==> config.mk <==
export PLATFORM = sky130hd
export DESIGN_NAME = program_sequencer
export DESIGN_NICKNAME = d
export VERILOG_FILES = /design/src/rtl/program_sequencer_pkg.sv /design/src/rtl/ret_stack.sv /design/src/rtl/program_sequencer.sv
export SDC_FILE = /design/constraint.sdc
export NUM_CORES = 1
export LEC_CHECK = 0
export CAP_MARGIN = 15
export CORE_MARGIN = 10
export CORE_UTILIZATION = 55
export CTS_BUF_LIST = sky130_fd_sc_hd__clkbuf_16
export DETAILED_ROUTE_END_ITERATION = 8
export GPL_TIMING_DRIVEN = 0
export PLACE_DENSITY = 0.86
export SLEW_MARGIN = 5
export SYNTH_ARGS = -nofsm -noshare
export SYNTH_HDL_FRONTEND = slang
export SYNTH_HIERARCHICAL = 1
export SYNTH_SLANG_ARGS = --single-unit
==> constraint.sdc <==
create_clock -name clk -period 2.9 [get_ports clk]
set_input_delay 0.725 -clock clk [delete_from_list [all_inputs] [get_ports clk]]
set_output_delay 0.725 -clock clk [all_outputs]
set_load 0.01 [all_outputs]
==> src/rtl/program_sequencer_pkg.sv <==
// program_sequencer_pkg: shared defaults and operation-select encoding for the program sequencer.
package program_sequencer_pkg;

    localparam int DEF_ADDR_WIDTH  = 8;
    localparam int DEF_STACK_DEPTH = 4;

    typedef enum logic [2:0] {
        OP_HOLD,
        OP_INC,
        OP_LOAD,
        OP_BRANCH,
        OP_CALL,
        OP_RET
    } op_e;

endpackage

==> src/rtl/ret_stack.sv <==
// ret_stack: LIFO of return addresses with pointer counting 0..DEPTH.
// Ports: clk, reset (async, active-low), push, pop, data_in, data_out (top entry),
//        empty (ptr==0), full (ptr==DEPTH).
// Push while full and pop while empty are ignored; the caller reports those errors.
module ret_stack
    import program_sequencer_pkg::*;
#(
    parameter int WIDTH = DEF_ADDR_WIDTH,
    parameter int DEPTH = DEF_STACK_DEPTH
) (
    input  logic             clk,
    input  logic             reset,
    input  logic             push,
    input  logic             pop,
    input  logic [WIDTH-1:0] data_in,
    output logic [WIDTH-1:0] data_out,
    output logic             empty,
    output logic             full
);

    localparam int PW = $clog2(DEPTH + 1);
    localparam int AW = $clog2(DEPTH);

    logic [WIDTH-1:0] mem_q [DEPTH];
    logic [PW-1:0]    ptr_q;
    logic [PW-1:0]    ptr_d;
    logic [PW-1:0]    top;
    logic             do_push;
    logic             do_pop;

    assign empty    = ptr_q == '0;
    assign full     = ptr_q == PW'(DEPTH);
    assign top      = ptr_q - 1'b1;
    assign data_out = mem_q[top[AW-1:0]];
    assign do_push  = push && !full;
    assign do_pop   = pop && !empty;

    always_comb begin
        ptr_d = ptr_q;
        ptr_d = do_push ? ptr_q + 1'b1 : do_pop ? ptr_q - 1'b1 : ptr_q;
    end

    always_ff @(posedge clk or negedge reset) begin
        if (!reset) ptr_q <= '0;
        else        ptr_q <= ptr_d;
    end

    // Contents are not reset: with ptr at 0 stale entries are unreachable.
    always_ff @(posedge clk) begin
        if (do_push) mem_q[ptr_q[AW-1:0]] <= data_in;
    end

endmodule

==> src/rtl/program_sequencer.sv <==
// program_sequencer: program counter with increment, jump, call/return stack and sticky stack error.
// Ports: clk, reset (async, active-low), enable/load/call/ret requests,
//        [branch_rel when PC_BRANCH_REL_EN is defined], counter_in (target/offset),
//        counter_out (registered address), stack_empty, stack_full, stack_err (sticky).
// Priority: ret > call > branch_rel > load > enable > hold.
module program_sequencer
    import program_sequencer_pkg::*;
#(
    parameter int ADDR_WIDTH  = DEF_ADDR_WIDTH,
    parameter int STACK_DEPTH = DEF_STACK_DEPTH
) (
    input  logic                  clk,
    input  logic                  reset,
    input  logic                  enable,
    input  logic                  load,
    input  logic                  call,
    input  logic                  ret,
`ifdef PC_BRANCH_REL_EN
    input  logic                  branch_rel,
`endif
    input  logic [ADDR_WIDTH-1:0] counter_in,
    output logic [ADDR_WIDTH-1:0] counter_out,
    output logic                  stack_empty,
    output logic                  stack_full,
    output logic                  stack_err
);

    op_e                   op;
    logic                  br;
    logic                  push;
    logic                  pop;
    logic                  err_q;
    logic                  err_d;
    logic [ADDR_WIDTH-1:0] pc_q;
    logic [ADDR_WIDTH-1:0] pc_d;
    logic [ADDR_WIDTH-1:0] ret_addr;

`ifdef PC_BRANCH_REL_EN
    assign br = branch_rel;
`else
    assign br = 1'b0;
`endif

    // A failed call/ret holds the PC and only raises the error flag.
    always_comb begin
        op    = ret ? OP_RET : call ? OP_CALL : br ? OP_BRANCH : load ? OP_LOAD : enable ? OP_INC : OP_HOLD;
        push  = (op == OP_CALL) && !stack_full;
        pop   = (op == OP_RET) && !stack_empty;
        err_d = err_q | ((op == OP_CALL) && stack_full) | ((op == OP_RET) && stack_empty);
        pc_d  = pop                ? ret_addr :
                push               ? counter_in :
                (op == OP_BRANCH)  ? pc_q + counter_in :
                (op == OP_LOAD)    ? counter_in :
                (op == OP_INC)     ? pc_q + 1'b1 :
                                     pc_q;
    end

    always_ff @(posedge clk or negedge reset) begin
        if (!reset) begin
            pc_q  <= '0;
            err_q <= 1'b0;
        end else begin
            pc_q  <= pc_d;
            err_q <= err_d;
        end
    end

    ret_stack #(
        .WIDTH (ADDR_WIDTH),
        .DEPTH (STACK_DEPTH)
    ) u_stack (
        .clk      (clk),
        .reset    (reset),
        .push     (push),
        .pop      (pop),
        .data_in  (pc_q + 1'b1),
        .data_out (ret_addr),
        .empty    (stack_empty),
        .full     (stack_full)
    );

    assign counter_out = pc_q;
    assign stack_err   = err_q;

endmodule

Yosys cells after proc, flatten, opt, wreduce, memory -nomap -nowiden:

Memories as Yosys holds them, arrays and structs flattened.
Cells that the tools add are included.

* memories kept: 1
* RAM bits: 32
* register bits after elaboration: 12
* output and inout port bits: 11

* eq/ne operators: 6
* bitwise logic cells: 2
* add/subtract/negate cells: 4
* muxes and demuxes: 13
* reductions and logical operators: 11

Memories
* u_stack.mem_q: depth 4, width 8, read ports 1, clocked after Yosys merged registers in 0, write ports 1, line ret_stack.sv:24 `logic [WIDTH-1:0] mem_q [DEPTH];`

Operator list (count)
* two-way mux 8 bit: 5
* two-way mux 3 bit: 4
* equality test 3 bit (second input constant): 3
* adder 8 x 1 -> 8 bit (second input constant): 1
* adder 8 bit: 1
* equality test 3 x 2 -> 1 bit (second input constant): 2
* logical AND 1 bit: 6
* nonzero test 5 bit: 1
* adder 3 x 1 -> 3 bit (second input constant): 1
* equality test 3 x 1 -> 1 bit (second input constant): 1
* zero test 3 bit: 1
* two-way mux 1 bit: 3
* subtractor 3 x 1 -> 3 bit (second input constant): 1
* zero test 1 bit: 2
* two-way mux 2 bit: 1
* OR 1 bit: 2
* nonzero test 2 bit: 1

Logic depth before layout (Yosys ltp):

* word-level depth: 10
* mapped depth: 9

Cells and area by module:

The synthesis kept the hierarchy.

Modules (own cells, without submodules)
* ret_stack: area an instance 1450.1 um2, cells each 73, sequential area each 1036.0 um2, instances 1
* program_sequencer: area an instance 757.0 um2, cells each 87, sequential area each 225.2 um2, instances 1

Worst setup path before layout:

No wires, ideal clock.

* kind: register to register
* start point: register u_stack.ptr_q[0]
* end point: memory u_stack/mem_q[0][0] (netlist name), enable pin
* stages on the path, launching flop included: 9
* arrival: 1880 ps
* period minus slack after synthesis: 2190 ps
* setup time: 310 ps
* required time: 2590 ps
* path slack: 710 ps
* buffers on the path: 2
* path through: dfrtp_1 > buf_4 > inv_1 > ha_1 > and2_2 > nor3b_1 > a21boi_2 > buf_6 > and2_2

* word-level cells in the longest chain between the ends: 6

Ends and longest elaborated chain
* from (decl): line ret_stack.sv:25 `logic [PW-1:0] ptr_q;`
* from (signal assigned): line ret_stack.sv:45 `else ptr_q <= ptr_d;`
* equality test 3 bit: line ret_stack.sv:32 `assign full = ptr_q == PW'(DEPTH);`
* net stack_full: line program_sequencer.sv:24 `output logic stack_full,`
* zero test 1 bit: line program_sequencer.sv:47 `push = (op == OP_CALL) && !stack_full;`
* logical AND 1 bit: line program_sequencer.sv:47
* net push: line program_sequencer.sv:30 `logic push;`
* logical AND 1 bit: line ret_stack.sv:35 `assign do_push = push && !full;`
* two-way mux 1 bit: line ret_stack.sv:50 `if (do_push) mem_q[ptr_q[AW-1:0]] <= data_in;`
* two-way mux 1 bit (implied by the code): line ret_stack.sv:50
* to (decl): line ret_stack.sv:24

The timed path passes the listed nets, and every way through them passes these cells.

Worst setup path in the final report:

* start point: register u_stack.ptr_q[0]
* end point: output stack_full

* word-level cells in the longest chain between the ends: 1

Ends and longest elaborated chain (line)
* equality test 3 bit: ret_stack.sv:32
* to (decl): program_sequencer.sv:24

Every way passes these cells.

==> results.toml <==
[worst_setup_path]
critPathLaunch = "u_stack/ptr_q[0]"
reg2reg_depth = 8
rr_endpoint = "u_stack/mem_q[0][2]"
cp.arrival_ns = 2.05
crit_path_end_kind = "output port"
cpPeakStageDelay_ns = 0.49
critPathKind = "reg2out"
crit_chain = "buf_4 > inv_1 > ha_1 > and2_2 > clkdlybuf4s50_1"
start_kind = "flip-flop"
ff2ff_setup_slack_ns = 0.34
critPathRequiredTime_ns = 2.17
slowest_stage = "clkdlybuf4s50_1"
r2r_start = "u_stack/ptr_q[0]"
critPathBufInv = 3
cp_max_fo = 10
crit_family = "buffers and inverters"

[clocking]
clk_latency_ns = 0.28
post_cts_resized = 0
cts_tree = "done"
hold_buffers = 0
numClockSinks = 44
numCtsBuffers = 5
path_clk_slew_ns = 0.06
post-cts-setup-buffers = 0
clock_path_buffers = 2
clockRootBuffer = "clkbuf_16"
h-tree-depth = 2

[global_routing]
globalRoute.busiestLayer = "met2"
grt_use_met1 = 0.175
met2_usage = 0.222
antenna_found_initial = 0
grt_max_degree = 14
grt_pass1_wl_mm = 7.91
use_met3 = 0.0439
grt_pass1_vias = 1534
track_usage = 0.142
grt_overflow = 0

[drt]
wire_per_inst_um = 21.0
wl_mm = 5.01
avgViaCountPerCell = 6.32
drc = 0
routed-via-count = 1503
dr.pass1.iters = 5
ant_nets = 0
drt-initial-drc-count = 129

[sta]
rsz0062_at_grt = "no"
slew_viol_final = 0
skew_ns = 0.00487
setup_viol = 0
period_needed_ns = 2.77
fin_setup_tns_ns = 0
tightest_slew_ns = 0.651
post-route-period-util = 0.956
fmaxAchievable_mhz = 361
fin_ws_ns = 0.128
max_slew_margin = 0.565
hold_viol = 0

[power_and_ir_drop]
pwr-share-comb = 0.430
p_clk_frac = 0.193
leakage_nw = 0.933
p_int_mw = 1.80
p_switching_mw = 0.979
seq_power_share = 0.376
switching_share = 0.352
ir_drop_v = 0.000542
powerDensity_nw_per_um2 = 1060

[place]
dp_slack_ns = 0.380
io_buffers = 22
routabilityCongestion = 0.887
dp_hpwl_mm = 3.27
post-place-cells = 230

[cells_and_area]
num-fill-cells = 253
final_core_util = 0.697
drive_above_1_share = 0.195
diodes = 0
final_cell_mix = "32 x edfxtp_1, 22 x clkdlybuf4s50_1, 12 x dfrtp_1"
stdcell_count = 238
layout_commonest_cell = "edfxtp_1"
syn_to_final_growth_pct = 19.0
nets = 210

[hold_path]
whs_endpoint = "stack_err"
worst_hold_path_type = "reg2reg"
hp-start = "stack_err"
holdPathStages = 2

[synthesis]
synth_edf_count = 32
ys_ff_latch = 44
synthCells = 160
syn_area_um2 = 2210
ys.flop_type = "edfxtp_1"
netlist_top_cells_area = "edfxtp_1 44%, dfrtp_1 14%, mux4_2 8.2%"
syn-num-nets = 181
yosys_warnings = 6
seq_area_frac_synth = 0.571
syn_avg_cell_area_um2 = 13.8
synth_top_area_frac = 0.435
synthDistinctLibCells = 43
yosysTopAreaCell = "edfxtp_1"
ys_async_sr_fraction = 0.273

[floorplanning]
die_area_um2 = 6950
initial_core_util = 0.585
core_um2 = 3770
io_pins = 25
die_y_um = 83.3
die_w_um = 83.3
placementRows = 22

[outcome]
status = "finished clean"

[job]
cap_violations = 0
==> Yosys cell counts, types with 2 or more instances <==
cell type	n
a21oi_1	5
a31oi_1	4
and2_2	5
buf_2	2
buf_4	4
dfrtp_1	12
edfxtp_1	32
ha_1	7
inv_1	5
mux4_2	8
nand2_1	10
nand2b_1	4
nand3_1	4
nand3b_1	3
nand4_1	2
nor2_1	4
nor2b_1	2
nor3_1	3
nor3b_1	2
o21a_1	2
o21ai_0	4
o22ai_1	6
o32ai_1	2
or2_2	2
or3_1	3
xnor2_1	4
xor2_1	3
==> worst min-delay path, cell delays in order (launching register included) <==
cell     delay, ns
dfrtp_1       0.35
a21oi_1       0.05
o21ai_0       0.06
==> kinds of logic after synthesis <==
logic type               after synthesis  synth area share
AND/OR/NAND/NOR                       48             0.129
flip-flops                            44             0.571
AO/OA/AOI/OAI                         32             0.113
buffers and inverters                 13            0.0334
multiplexers                           9            0.0862
XOR/XNOR                               7            0.0278
adder cells (fa/ha/maj)                7            0.0397
==> area by class of cell <==
type,instances,area (um^2),share of cell area
Timing Repair Buffer,22,220,0.0838
Multi-Input combinational cell,103,872,0.332
Sequential cell,44,1260,0.480
Tap cell,48,60.1,0.0229
Inverter,5,18.8,0.00714
Buffer,8,55.1,0.0210
Clock inverter,3,15.0,0.00571
Clock buffer,5,125,0.0476
==> power by group through the flow <==
| stage | sequential (mW) | combinational (mW) | clock, mW |
|---|---|---|---|
| CTS | 1.04 | 1.20 | 0.540 |
| global route | 1.05 | 1.30 | 0.571 |
| finish | 1.05 | 1.19 | 0.537 |
| detailed placement | 1.05 | 1.17 | 0 |
| floorplan | 1.05 | 0.785 | 0 |
| global placement | 1.04 | 1.12 | 0 |
==> through the flow <==
| step | hold slack [ns] | power [mW] | area, um^2 |
|---|---|---|---|
| after floorplan | 0.429 | 1.83 | 2210 |
| after global placement | 0.459 | 2.16 | 2490 |
| after detailed placement | 0.490 | 2.22 | 2490 |
| after CTS | 0.504 | 2.78 | 2630 |
| after global routing | 0.550 | 2.93 | 2630 |
| final | 0.498 | 2.78 | 2630 |
==> state kept, by name, summed over array words and instances, names as in the netlist <==
signal,flops
stack_err,1
u_stack/mem_q,32
counter_out,8
u_stack/ptr_q,3
==> layer usage <==
metal,part of all wire,vias to the layer above
met3,0.075,10
li1,-,666
met5,0,-
met1,0.42,748
met2,0.48,79
met4,0.022,0
==> worst max path at each step <==
stage / end / slack (ns) / cells past startpoint
after floorplan: u_stack/mem_q[0][0] / 0.71 / 8
after global placement: u_stack/mem_q[3][5] / 0.42 / 8
after detailed placement: u_stack/mem_q[3][5] / 0.38 / 8
after CTS: stack_empty / 0.11 / 5
after global routing: stack_empty / 0.03 / 5
final: stack_full / 0.13 / 5
Power figures use the tool's default switching activity.
